===== src/rtl/spi_clkgen.sv =====
// Programmable SPI serial-clock generator: runtime half-period divider, CPOL select,
// fixed-length or continuous bursts, with leading/trailing edge strobes in the raw domain.
module spi_clkgen #(
    parameter int CNT_W   = 16,
    parameter int BURST_W = 8
) (
    input  logic               raw,
    input  logic               rst_n,
    input  logic               start,
    input  logic               stop,
    input  logic [CNT_W-1:0]   div,
    input  logic [BURST_W-1:0] nbits,
    input  logic               cpol,
    output logic               sclk,
    output logic               lead_stb,
    output logic               trail_stb,
    output logic               busy,
    output logic               done
);

    typedef enum logic {
        IDLE,
        RUN
    } state_t;

    state_t             state_q, state_d;
    logic [CNT_W-1:0]   cnt_q, cnt_d;
    logic [CNT_W-1:0]   div_q, div_d;
    logic [BURST_W-1:0] bit_cnt_q, bit_cnt_d;
    logic [BURST_W-1:0] nbits_q, nbits_d;
    logic [BURST_W-1:0] bit_inc;
    logic               cpol_q, cpol_d;
    logic               phase_q, phase_d;
    logic               stop_q, stop_d;
    logic               sclk_q, sclk_d;
    logic               lead_q, lead_d;
    logic               trail_q, trail_d;
    logic               busy_q, busy_d;
    logic               done_q, done_d;
    logic               last_cycle;

    assign bit_inc = bit_cnt_q + BURST_W'(1);

    // A live stop counts on the very trailing edge it arrives with, not just the sticky copy.
    assign last_cycle = (nbits_q != '0) ? (bit_inc == nbits_q) : (stop_q | stop);

    always_ff @(posedge raw or negedge rst_n) begin
        if (!rst_n) begin
            state_q   <= IDLE;
            cnt_q     <= '0;
            div_q     <= '0;
            bit_cnt_q <= '0;
            nbits_q   <= '0;
            cpol_q    <= 1'b0;
            phase_q   <= 1'b0;
            stop_q    <= 1'b0;
            sclk_q    <= 1'b0;
            lead_q    <= 1'b0;
            trail_q   <= 1'b0;
            busy_q    <= 1'b0;
            done_q    <= 1'b0;
        end else begin
            state_q   <= state_d;
            cnt_q     <= cnt_d;
            div_q     <= div_d;
            bit_cnt_q <= bit_cnt_d;
            nbits_q   <= nbits_d;
            cpol_q    <= cpol_d;
            phase_q   <= phase_d;
            stop_q    <= stop_d;
            sclk_q    <= sclk_d;
            lead_q    <= lead_d;
            trail_q   <= trail_d;
            busy_q    <= busy_d;
            done_q    <= done_d;
        end
    end

    always_comb begin
        state_d   = state_q;
        cnt_d     = cnt_q;
        div_d     = div_q;
        bit_cnt_d = bit_cnt_q;
        nbits_d   = nbits_q;
        cpol_d    = cpol_q;
        phase_d   = phase_q;
        stop_d    = stop_q;
        sclk_d    = sclk_q;
        busy_d    = busy_q;
        lead_d    = 1'b0;
        trail_d   = 1'b0;
        done_d    = 1'b0;

        case (state_q)
            IDLE: begin
                sclk_d = cpol;
                busy_d = 1'b0;
                if (start) begin
                    div_d     = div;
                    nbits_d   = nbits;
                    cpol_d    = cpol;
                    cnt_d     = '0;
                    bit_cnt_d = '0;
                    phase_d   = 1'b0;
                    stop_d    = 1'b0;
                    busy_d    = 1'b1;
                    state_d   = RUN;
                end
            end
            RUN: begin
                busy_d = 1'b1;
                if (nbits_q == '0 && stop) begin
                    stop_d = 1'b1;
                end
                if (cnt_q == div_q) begin
                    cnt_d = '0;
                    if (!phase_q) begin
                        sclk_d  = ~cpol_q;
                        lead_d  = 1'b1;
                        phase_d = 1'b1;
                    end else begin
                        sclk_d    = cpol_q;
                        trail_d   = 1'b1;
                        phase_d   = 1'b0;
                        bit_cnt_d = bit_inc;
                        if (last_cycle) begin
                            state_d = IDLE;
                            busy_d  = 1'b0;
                            done_d  = 1'b1;
                            stop_d  = 1'b0;
                        end
                    end
                end else begin
                    cnt_d = cnt_q + CNT_W'(1);
                end
            end
            default: begin
                state_d = IDLE;
            end
        endcase
    end

    assign sclk      = sclk_q;
    assign lead_stb  = lead_q;
    assign trail_stb = trail_q;
    assign busy      = busy_q;
    assign done      = done_q;

endmodule

===== config.mk =====
export PLATFORM = sky130hd
export DESIGN_NAME = spi_clkgen
export DESIGN_NICKNAME = d
export VERILOG_FILES = /design/src/rtl/spi_clkgen.sv
export SDC_FILE = /design/constraint.sdc
export NUM_CORES = 1
export LEC_CHECK = 0
export ABC_AREA = 1
export BUFFER_PORTS_ARGS = -buffer_cell sky130_fd_sc_hd__buf_2
export CAP_MARGIN = 20
export CORE_AREA = 10 10 104 106
export CTS_CLUSTER_DIAMETER = 120
export DETAILED_ROUTE_END_ITERATION = 16
export DIE_AREA = 0 0 114 116
export GPL_ROUTABILITY_DRIVEN = 0
export GPL_TIMING_DRIVEN = 0
export PLACE_DENSITY = 0.56
export SETUP_SLACK_MARGIN = 0.15
export SLEW_MARGIN = 20
export SYNTH_ARGS = -nofsm -noshare
export SYNTH_HDL_FRONTEND = slang
export SYNTH_SLANG_ARGS = --single-unit

===== constraint.sdc =====
create_clock -name raw -period 2.27 [get_ports raw]
set_input_delay 0.227 -clock raw [delete_from_list [all_inputs] [get_ports raw]]
set_output_delay 0.227 -clock raw [all_outputs]
set_load 0.005 [all_outputs]

## Word-level counts from Yosys, hierarchy flattened

Cells that the tools add are included.

- Flip-flop bits (word level): 56
- Input port bits: 29
- Output and inout bits: 5
- Logic and storage cells: 62

- Add/subtract/negate cells: 2
- Eq/ne operators: 5
- Mux-type cells: 34
- Bitwise gates (word level): 3
- Reduce and logical (&&, ||, !) cells: 6

Operator list:

| operator | count |
|---|---|
| $mux 16 | 2 |
| $pmux 16 s2 | 1 |
| $mux 8 | 3 |
| $mux 1 | 23 |
| $add 16x1->16 const B | 1 |
| $eq 16x16->1 | 1 |
| $pmux 8 s2 | 1 |
| $add 8x1->8 const B | 1 |
| $eq 8x8->1 | 1 |
| $logic_not 8->1 | 1 |
| $pmux 1 s2 | 4 |
| $reduce_bool 8->1 | 1 |
| $ne 2x2->1 const B | 2 |
| $reduce_and 2->1 | 2 |
| $reduce_and 3->1 | 1 |
| $ne 2x1->1 const B | 1 |
| $not 1->1 | 2 |
| $logic_and 1x1->1 | 1 |
| $or 1x1->1 | 1 |

## Logic depth before layout (Yosys ltp)

Gate-level depths: netlist of the first run.

- Word-level depth: 7
- Mapped depth: 14
- Mapped depth without buffers: 14

## Worst setup path after synthesis of the first run

OpenSTA, ideal clock, no wires.

- Path kind: register to register
- Start point: register bit_cnt_q[0]
- End point: register busy_q (netlist: busy)
- Library setup time: 0.114 ns
- Arrival: 1.471 ns
- Required time: 2.156 ns
- Slack: 0.685 ns
- Stages on the path, launching flop included: 13
- Path buffers: 0
- Clock period less this slack: 1.585 ns
- Cell sequence: dfrtp_1 -> ha_1 -> nand2_1 -> nor2_1 -> nand3_1 -> nand3_1 -> nand2_1 -> nor2_1 -> nand3_1 -> nand2_1 -> nand3_1 -> nand2_1 -> inv_1

- Longest elaborated chain between the ends: 7

RTL lines:

| element | line | RTL |
|---|---|---|
| from (decl) | 29 | `logic [BURST_W-1:0] bit_cnt_q, bit_cnt_d;` |
| from (signal assigned) | 66 | `bit_cnt_q <= bit_cnt_d;` |
| $add 8x1->8 | 42 | `assign bit_inc = bit_cnt_q + BURST_W'(1);` |
| $eq 8x8->1 | 45 | `assign last_cycle = (nbits_q != '0) ? (bit_inc == nbits_q) : (stop_q \| stop);` |
| $mux 1 | 45 |  |
| $mux 1 | 126 | `if (last_cycle) begin` |
| $mux 1 | 117 | `if (!phase_q) begin` |
| $mux 1 | 115 | `if (cnt_q == div_q) begin` |
| $pmux 1 s2 | 94 | `case (state_q)` |
| via busy_d | 38 | `logic busy_q, busy_d;` |
| to (signal assigned) | 74 | `busy_q <= busy_d;` |
| to (decl) | 38 |  |

The timed path passes the listed nets, and every way through them passes these cells.
A chain may end at the register's enable or synchronous reset.

## Final worst setup path of the first run

Ends and elaborated chain as after synthesis.

==> impl_metrics.csv, run 1 <==
group,metric,value,unit
layout,num-nets-final,421,
drt,routed-via-count,2375,
global_route,grt_max_degree,57,
clock_tree,cts.repair_timing.setup_buffer_count,0,
setup_path,critical_path.n_buffers_inverters,1,
setup_path,worst_ep_arrival_time,2.10,ns
clock_tree,cts_max_path_buffers,2,
clock_tree,numCtsBuffers,5,
clock_tree,clk_latency,0.31,ns
layout,layout_common_cells,"nand2_1, dfrtp_1, inv_1, nand3_1, buf_2",
pwr,leakage,1.70,nW
setup_path,worst-path-max-fanout,6,
layout,final_area,3450,um^2
floorplan,initial_core_util,34.9,%
drt,total_detailed_routing_wirelength,6940,um
sta,finalHoldViolCount,0,
sta,timing.final.max_slew_violations,0,
global_route,global_route.overflow_total,0,
drt,drt-pass1-iter-count,4,
yosys,synth_warnings,0,
setup_path,setup.worst_path.class,"flip-flop to flip-flop",
sta,period_share,83.0,%
yosys,postSynthRegisterBits,56,
global_route,antenna_found_initial,0,
global_route,global_route.usage.total,10.9,%
setup_path,critical_path.reg2reg.startpoint,"bit_cnt_q[0]",
global_route,globalRouteMet2Util,18.7,%
setup_path,reg2regPathDepth,12,
min_path,timing.hold.worst.class,"primary input to flip-flop",
yosys,yosys.area_share.adder,0.827,%
setup_path,cp_top_family,"simple AND/OR/NAND/NOR gates",
setup_path,crit_path_end_kind,"flip-flop",
pwr,pwr_density_cell,758,nW/um^2
floorplan,floorplan.rows,34,
sta,slew_headroom,51.8,%
sta,unrepaired_setup_endpoints_after_global_routing,"false",
floorplan,placeable_core_region,8680,um^2
drt,drt_iter0_drc,121,
global_route,vias_in_the_first_global_route,2485,
clock_tree,cts_max_level,2,
place,io_buffers,33,
job,max-cap-violations,0,
setup_path,r2r_setup_slack,0.39,ns
sta,setup_viol,0,
yosys,portion_of_the_post_synthesis_area_used_by_sequential_elements,46.3,%
setup_path,timing.rr.end,"busy",
yosys,top_area_cells_in_the_synthesized_netlist,"dfrtp_1, nand2_1, mux2_2",
global_route,grt-busiest-layer,"met2",
global_route,grt_first_pass_wirelength,11800,um
place,detailed_place_hpwl,5260,um
layout,layout.cells.most_common,"nand2_1",
clock_tree,tritoncts_clock_tree,"done",
global_route,met3_usage,2.69,%
yosys,post_synth_instance_area,3030,um^2
drt,avgRoutedWirePerCell,13.9,um
layout,final_layout_size_suffix_gt1_share,22.0,%
setup_path,cp.depth,12,
yosys,synth.largest_area_cell,"dfrtp_1",
yosys,synth-xor-area-share,7.53,%
clock_tree,cts_root_buffer,"clkbuf_8",
sta,timing.final.crit_period,1.88,ns
yosys,synthSimpleGateAreaFrac,27.0,%
yosys,synth_cell_types,31,
clock_tree,cts_num_sinks,56,
run_status,outcome,"finished, final reports clean",
drt,vias_per_cell,4.76,
setup_path,path_cells,"ha_1, nand2_1, nor2_1, nand3_1, nand3_1, nand2_1, nor2_1, nand3_1, nand2_1, nand3_1, nand2_1, inv_1",
sta,fin_tns_setup,0,ns
yosys,post_synth.cell_area_avg,8.67,um^2
setup_path,cp-start-kind,"flip-flop",
yosys,yosys.area.top_type_share,46.3,%
setup_path,critical_path.startpoint,"bit_cnt_q[0]",
global_route,use_met1,13.4,%
yosys,multiplexer_fraction_of_the_synthesized_cell_area,6.70,%
setup_path,worst_setup_path_endpoint,"busy",
sta,max_clock_freq,531,MHz
place,placedInstanceArea,3330,um^2
clock_tree,clk_pin_slew,0.11,ns
yosys,synthesis.nets,380,
setup_path,worst-endpoint-required,2.49,ns
floorplan,die_w,114,um
floorplan,io_pins,34,
setup_path,max_stage_delay,0.46,ns
yosys,combinational_family_with_the_most_area_after_synthesis,"simple AND/OR/NAND/NOR gates",
drt,drcViolationCount,0,
pwr,peak_supply_drop,0.000378,V
floorplan,die_height,116,um
sta,max_slew.worst_pin.slew,0.723,ns
drt,ant_nets,0,
yosys,synth_compound_gate_area_share,4.92,%
layout,insertedDiodeCount,0,
yosys,postSynthCellCount,349,
layout,flow.area_growth_from_synthesis,14.1,%
sta,worst_clk_skew,0.0105,ns
floorplan,fp.dieArea,13200,um^2
setup_path,crit_path_slowest_cell,"dfrtp_1",
[cell type report]
class | count | area, um^2
fill | 900 | 5230
multi-input combinational | 245 | 1420
sequential | 56 | 1400
timing repair buffer | 34 | 178
inverter | 39 | 146
tap | 108 | 135
clock buffer | 5 | 68.8
buffer | 9 | 56.3
clock inverter | 3 | 46.3
[synth_stat cells]
cell type   n
nor3_4      1
nand3_1    37
buf_6       2
inv_2       1
nor2_4      1
nor2_1     22
mux2_2     18
buf_1       2
or2_2       3
o22ai_1     8
o21ai_1     1
o21ai_0     6
nand3b_1    1
clkbuf_1    1
ha_1        2
nor2_2      4
dfrtp_1    56
buf_4       1
nor3_2      2
buf_2       3
nand2_1    76
nand2_2     5
xor2_1     11
o21ai_2     2
nand4_1    15
a31oi_1     1
xnor2_1    15
a21oi_1     8
nand3_2     2
inv_1      38
nor3_1      4
[logic make-up (layout without fill, tap and decap cells)]
| group | Yosys count | in the layout |
|---|---|---|
| XOR/XNOR | 26 | 26 |
| flip-flops | 56 | 56 |
| AND/OR/NAND/NOR | 173 | 173 |
| buffers and inverters | 48 | 90 |
| multiplexers | 18 | 18 |
| AO/OA/AOI/OAI | 26 | 26 |
| adder cells (fa/ha/maj) | 2 | 2 |
[report_power, final]
part	internal [W]	switching (W)	total [W]	leakage, nW
combinational	0.000283	0.000327	0.000610	0.960
clock	0.000333	0.000351	0.000684	0.0548
sequential	0.00114	0.000183	0.00132	0.685
total	0.00176	0.000862	0.00262	1.70
[per-layer routing]
| layer | vias to the layer above | wire length [um] | share of wire (%) |
|---|---|---|---|
| met3 | 4 | 289 | 4.2 |
| met2 | 32 | 3380 | 49 |
| li1 | 1223 | - | - |
| met4 | 0 | 44 | 0.63 |
| met1 | 1116 | 3220 | 46 |
| met5 | - | 0 | 0 |
[sequential cells by signal, indices dropped and copies added, names as in the netlist]
name,cells
phase_q,1
div_q,16
lead_stb,1
cnt_q,16
cpol_q,1
busy,1
trail_stb,1
sclk,1
nbits_q,8
stop_q,1
done,1
bit_cnt_q,8
[timing repair]
| item | 4_1_cts | 5_1_grt |
|---|---|---|
| gates resized for setup | 0 | 0 |
| endpoints found under the hold margin | 54 | 0 |
| hold buffers | 1 | 0 |
[stage by stage]
step | util, % | instances | total power, W | setup WS [ns] | hold WS (ns)
5_1_grt | 39.8 | 499 | 0.00281 | 0.194 | 0.125
4_1_cts | 39.8 | 499 | 0.00266 | 0.376 | 0.124
3_3_place_gp | 38.3 | 490 | 0.00194 | 0.392 | 0.460
2_1_floorplan | - | 349 | 0.00178 | 0.685 | -0.0686
6_report | 39.8 | 499 | 0.00262 | 0.387 | 0.133
3_5_place_dp | 38.4 | 490 | 0.00196 | 0.396 | 0.347
[how the worst min path moves through the flow]
stage	from	end	slack [ns]	cells after the start
2_1_floorplan	rst_n	bit_cnt_q[0]	-0.07	0
3_3_place_gp	div[3]	div_q[3]	0.46	2
3_5_place_dp	rst_n	trail_stb	0.35	1
4_1_cts	nbits[0]	nbits_q[0]	0.12	2
5_1_grt	div[5]	div_q[5]	0.12	2
6_report	div[0]	div_q[0]	0.13	2
Power figures use the tool's default switching activity.
==> inputs of run 2 (changes only) <==
Settings changed: PLACE_DENSITY 0.56 to 0.58.
Clock period 2.27 ns to 1.7 ns, I/O delays scaled along.
==> impl_metrics.csv, run 2 (same netlist as run 1, synthesis figures left out) <==
group,metric,value,unit
run_status,outcome,"finished, final reports clean",
sta,period_share,99.7,%
drt,routed-via-count,2632,
global_route,grt_first_pass_wirelength,12200,um
pwr,peak_supply_drop,0.000631,V
place,placed_cells_incl_taps,490,
drt,drt_iter0_drc,108,
setup_path,worst_ep_arrival_time,1.91,ns
drt,ant_nets,0,
job,max-cap-violations,0,
floorplan,io_pins,34,
sta,setup_viol,0,
layout,insertedDiodeCount,0,
sta,slew_headroom,51.5,%
global_route,grt_max_degree,57,
setup_path,worst-endpoint-required,1.91,ns
clock_tree,numCtsBuffers,5,
place,io_buffers,33,
sta,unrepaired_setup_endpoints_after_global_routing,"true",
setup_path,worst-path-max-fanout,5,
clock_tree,tritoncts_clock_tree,"done",
layout,top_regs,"cnt_q x16, div_q x16",
layout,final_layout_size_suffix_gt1_share,39.3,%
setup_path,crit_path_end_kind,"flip-flop",
floorplan,fp.dieArea,13200,um^2
clock_tree,clk_latency,0.31,ns
sta,final.setup.worst_slack,0.00533,ns
place,detailedPlace.worstSlack,-0.136,ns
floorplan,die_w,114,um
layout,layout.cells.most_common,"nand2_1",
setup_path,setup.worst_path.class,"flip-flop to flip-flop",
clock_tree,cts_max_path_buffers,2,
floorplan,initial_core_util,34.9,%
layout,layout_common_cells,"nand2_1, dfrtp_1, buf_4, buf_2, inv_1",
pwr,pwr_density_cell,983,nW/um^2
drt,drt-pass1-iter-count,6,
setup_path,reg2regPathDepth,12,
drt,vias_per_cell,4.91,
min_path,timing.hold.worst.class,"primary input to flip-flop",
drt,total_detailed_routing_wirelength,7690,um
floorplan,placeable_core_region,8680,um^2
clock_tree,clk_pin_slew,0.10,ns
sta,worst_clk_skew,0.00725,ns
sta,finalHoldViolCount,0,
global_route,global_route.overflow_total,0,
sta,timing.final.max_slew_violations,0,
global_route,vias_in_the_first_global_route,2596,
floorplan,die_height,116,um
sta,worst_hold_slack,0.0797,ns
sta,max_clock_freq,590,MHz
setup_path,cp-start-kind,"flip-flop",
min_path,min_path_cells,2,
layout,num-nets-final,458,
global_route,antenna_found_initial,0,
sta,timing.final.crit_period,1.69,ns
global_route,global_route.usage.total,11.2,%
layout,flow.area_growth_from_synthesis,31.4,%
drt,drcViolationCount,0,
sta,max_slew.worst_pin.slew,0.728,ns
place,detailed_place_hpwl,5150,um
clock_tree,cts_num_sinks,56,
clock_tree,cts_max_level,2,
clock_tree,cts_root_buffer,"clkbuf_8",
pwr,leakage,1.93,nW
layout,instances_no_fill,536,
floorplan,floorplan.rows,34,
drt,avgRoutedWirePerCell,14.4,um
layout,post-route-util,45.8,%
[run 2: final timing paths]
| check | from | endpoint | slack [ns] |
|---|---|---|---|
| max | bit_cnt_q[0] | busy | 0.005 |
| min | nbits[0] | nbits_q[0] | 0.08 |
| max reg2reg | bit_cnt_q[0] | busy | 0.005 |
| min reg2reg | sclk | sclk | 0.51 |
| max in group asynchronous | rst_n | cnt_q[0] | 0.72 |
| min in group asynchronous | rst_n | div_q[11] | 0.45 |
[run 2: critical path, stage by stage, from the launching register on]
cell,delay [ns]
dfrtp_2,0.44
ha_4,0.19
nand2_4,0.07
nor2_4,0.15
nand3_1,0.10
nand3_1,0.09
nand2_1,0.05
nor2_1,0.12
nand3_1,0.11
nand2_2,0.10
nand3_2,0.08
nand2_1,0.06
inv_1,0.04
[run 2: per-layer routing]
metal / share of wire [%] / GRT usage (%) / wire length [um] / vias to the layer above
met4: 0.84 / 2.92 / 65 / 0
met3: 3.7 / 2.33 / 281 / 7
li1: - / - / - / 1301
met5: 0 / 0 / 0 / -
met1: 44 / 13.8 / 3410 / 1278
met2: 51 / 19.5 / 3930 / 46
[run 2: metrics by stage]
step | TNS [ns] | total power (W) | cell area (um^2)
floorplan | 0 | 0.00239 | 3030
global placement | -0.266 | 0.00259 | 3330
detailed placement | -0.626 | 0.00262 | 3340
CTS | 0 | 0.00378 | 3730
global route | -0.711 | 0.00415 | 3980
finish | 0 | 0.00391 | 3980
[run 2: power by group]
group	switching (W)	leakage (nW)	total [W]	internal [W]
combinational	0.000605	1.20	0.00121	0.000607
clock	0.000438	0.0645	0.000959	0.000520
sequential	0.000201	0.673	0.00174	0.00154
total	0.00124	1.93	0.00391	0.00267
[run 2: timing repair]
item                       CTS  global route
setup endpoints to repair   55            53
resized for setup           33            33
pin swaps                   19            19
hold endpoints to repair    56             0
hold buffers                 1             0
setup buffers               21            13
gates cloned                 0             3
[run 2: layout make-up]
| type | count | area [um^2] |
|---|---|---|
| inverters | 39 | 153 |
| plain buffers | 9 | 70.1 |
| multi-input cells | 246 | 1600 |
| clock buffers | 7 | 96.3 |
| well taps | 108 | 135 |
| flip-flops and latches | 56 | 1420 |
| repair buffers | 70 | 477 |
| fillers | 866 | 4700 |
| clock inverters | 1 | 30.0 |
==> inputs of run 3 (changes only) <==
Settings changed: ABC_AREA 1 to not set, CORE_AREA 10 10 104 106 to 10 10 103 105, DIE_AREA 0 0 114 116 to 0 0 113 115, PLACE_DENSITY 0.58 to 0.57.
==> impl_metrics.csv, run 3 <==
group,metric,value,unit
sta,unrepaired_setup_endpoints_after_global_routing,"true",
drt,vias_per_cell,5.01,
yosys,synth.largest_area_cell,"dfrtp_1",
yosys,synth_top_flop_cell,"dfrtp_1",
floorplan,die_w,113,um
setup_path,r2r_setup_slack,-0.25,ns
floorplan,floorplan.rows,34,
drt,drt-pass1-iter-count,4,
yosys,asyncSetResetFlopFracSynth,100,%
layout,num-nets-final,436,
global_route,global_route.usage.total,12.0,%
yosys,post_synth_edffs,0,
drt,ant_nets,0,
pwr,leakage,1.83,nW
setup_path,crit_path_end_kind,"flip-flop",
pwr,pwr-share-clk,24.2,%
layout,layout.cells.most_common,"nand2_1",
layout,top_regs,"cnt_q x16, div_q x16",
setup_path,setup.worst_path.class,"flip-flop to flip-flop",
pwr,p_int,0.00262,W
clock_tree,cts_root_buffer,"clkbuf_8",
layout,layout_common_cells,"nand2_1, dfrtp_1, buf_2, buf_4, xnor2_1",
global_route,met3_usage,2.66,%
drt,total_detailed_routing_wirelength,7770,um
yosys,top_area_cells_in_the_synthesized_netlist,"dfrtp_1, nand2_1, xnor2_1",
place,detailed_place_hpwl,5230,um
sta,period_share,115,%
job,max-cap-violations,0,
global_route,grt_max_degree,57,
yosys,postSynthRegisterBits,56,
run_status,outcome,"complete, but fails checks",
layout,instances_no_fill,514,
sta,slew_headroom,51.4,%
sta,finalHoldViolCount,0,
global_route,globalRouteMet2Util,20.8,%
global_route,antenna_found_initial,0,
sta,final.setup.worst_slack,-0.247,ns
min_path,hold_path_startpoint,"div[8]",
global_route,global_route.overflow_total,0,
floorplan,fp.dieArea,13000,um^2
yosys,synthesis.nets,368,
place,placed_cells_incl_taps,478,
pwr,pwr_density_cell,987,nW/um^2
setup_path,critical_path.reg2reg.startpoint,"div_q[12]",
floorplan,initial_core_util,34.3,%
layout,post-route-util,46.0,%
drt,routed-via-count,2575,
layout,flow.area_growth_from_synthesis,34.0,%
yosys,post_synth.cell_area_avg,8.71,um^2
sta,timing.final.max_slew_violations,0,
clock_tree,tritoncts_clock_tree,"done",
yosys,synthTopCellsByCount,"nand2_1, dfrtp_1, xnor2_1",
sta,timing.final.crit_period,1.95,ns
sta,worst_hold_slack,0.0308,ns
floorplan,placeable_core_region,8550,um^2
layout,final_layout_size_suffix_gt1_share,34.7,%
min_path,worst_hold_path.endpoint,"div_q[8]",
clock_tree,cts_max_path_buffers,2,
setup_path,reg2regPathDepth,7,
sta,max_clock_freq,514,MHz
setup_path,worst-path-max-fanout,5,
clock_tree,numCtsBuffers,5,
min_path,min_path_cells,3,
drt,avgRoutedWirePerCell,15.1,um
setup_path,timing.rr.end,"bit_cnt_q[6]",
yosys,synth_cell_types,39,
sta,worst_clk_skew,0.00957,ns
pwr,share_seq_of_total_power,47.6,%
yosys,portion_of_the_post_synthesis_area_used_by_sequential_elements,47.8,%
setup_path,worst_ep_arrival_time,2.18,ns
clock_tree,cts_max_level,2,
drt,drcViolationCount,0,
setup_path,worst-endpoint-required,1.93,ns
pwr,p_sw_share,32.4,%
yosys,synth_warnings,0,
clock_tree,cts_num_sinks,56,
pwr,comb_power_share,28.1,%
global_route,vias_in_the_first_global_route,2651,
clock_tree,clk_latency,0.32,ns
sta,max_slew.worst_pin.slew,0.728,ns
global_route,grt_first_pass_wirelength,13000,um
yosys,yosys.area.top_type_share,47.8,%
drt,drt_iter0_drc,121,
layout,insertedDiodeCount,0,
yosys,post_synth_instance_area,2930,um^2
run_status,violations,"setup timing",
place,io_buffers,33,
yosys,post-synth-top-count-cell,"nand2_1",
yosys,postSynthCellCount,337,
floorplan,die_height,115,um
pwr,peak_supply_drop,0.000481,V
clock_tree,clk_pin_slew,0.11,ns
global_route,use_met1,14.5,%
sta,setup_viol,30,
min_path,timing.hold.worst.class,"primary input to flip-flop",
setup_path,cp-start-kind,"flip-flop",
floorplan,io_pins,34,
pwr,power_switching,0.00126,W
global_route,grt-busiest-layer,"met2",
run 3: cell count changes in the layout (fill, tap and decap cells not counted), sizes merged, moves of 6 or more:
cell | previous run | this run
xnor2 | 15 | 25
nand2 | 82 | 107
a31oi | 1 | 11
nor2 | 27 | 12
o31ai | 0 | 7
nand3 | 39 | 14
xor2 | 11 | 4
mux2 | 18 | 3
o22ai | 8 | 0
nand4 | 15 | 9
inv | 38 | 4
run 3: area by class of cell:
| class | count | area (um^2) |
|---|---|---|
| inverter | 4 | 15.0 |
| sequential | 56 | 1410 |
| multi-input combinational | 258 | 1710 |
| clock buffer | 6 | 82.6 |
| fill | 850 | 4620 |
| clock inverter | 2 | 38.8 |
| timing repair buffer | 60 | 407 |
| buffer | 20 | 134 |
| tap | 108 | 135 |
run 3: worst max path at each step:
stage,start,to,slack (ns),cells past startpoint
floorplan,cnt_q[7],bit_cnt_q[3],-0.10,7
global placement,cnt_q[14],bit_cnt_q[7],-0.41,6
detailed placement,cnt_q[14],bit_cnt_q[7],-0.46,6
CTS,div_q[3],bit_cnt_q[5],-0.24,8
global route,div_q[12],bit_cnt_q[5],-0.29,8
finish,div_q[12],bit_cnt_q[6],-0.25,7
run 3: timing repair:
item | 4_1_cts | 5_1_grt
hold buffers | 1 | 0
setup buffers | 19 | 5
endpoints found under the hold margin | 56 | 0
gates cloned | 3 | 0
pin swaps | 29 | 17
gates resized for setup | 52 | 31
endpoints found under the setup margin | 54 | 51
run 3: cells by family after synthesis:
logic type               after synthesis  share of synthesized area, %
multiplexers                           5                          1.83
flip-flops                            56                          47.8
XOR/XNOR                              29                          8.66
AO/OA/AOI/OAI                         47                          10.4
buffers and inverters                 24                          3.45
AND/OR/NAND/NOR                      174                          27.0
adder cells (fa/ha/maj)                2                         0.853
run 3: metrics by stage:
step	power [W]	setup TNS (ns)	area [um^2]	setup slack [ns]
6_report	0.00388	-5.66	3930	-0.247
5_1_grt	0.00412	-7.28	3930	-0.295
4_1_cts	0.00380	-4.19	3790	-0.236
3_5_place_dp	0.00265	-10.77	3290	-0.463
3_3_place_gp	0.00263	-9.24	3290	-0.410
2_1_floorplan	0.00241	-0.609	2990	-0.103
run 3: power groups by stage:
stage                     Clock (W)  Combinational, W  Sequential (W)
after CTS                  0.000967          0.000993         0.00184
after global placement            0          0.000773         0.00185
after global routing        0.00102           0.00122         0.00189
final                      0.000940           0.00109         0.00185
after floorplan                   0          0.000612         0.00179
after detailed placement          0          0.000788         0.00186
run 3: worst max-delay path, cell delays in order (launching register included):
cell and delay [ns]:
dfrtp_1 0.42, xnor2_2 0.19, nand4_1 0.17, nor4_4 0.35
and3_1 0.22, buf_6 0.14, mux2_4 0.32, o31ai_4 0.06
run 3: layer usage:
layer,part of all wire [%],vias up,wire (um)
met1,45,1231,3470
met3,3.2,16,251
met4,2.1,0,167
met2,50,44,3890
met5,0,-,0
li1,-,1284,-
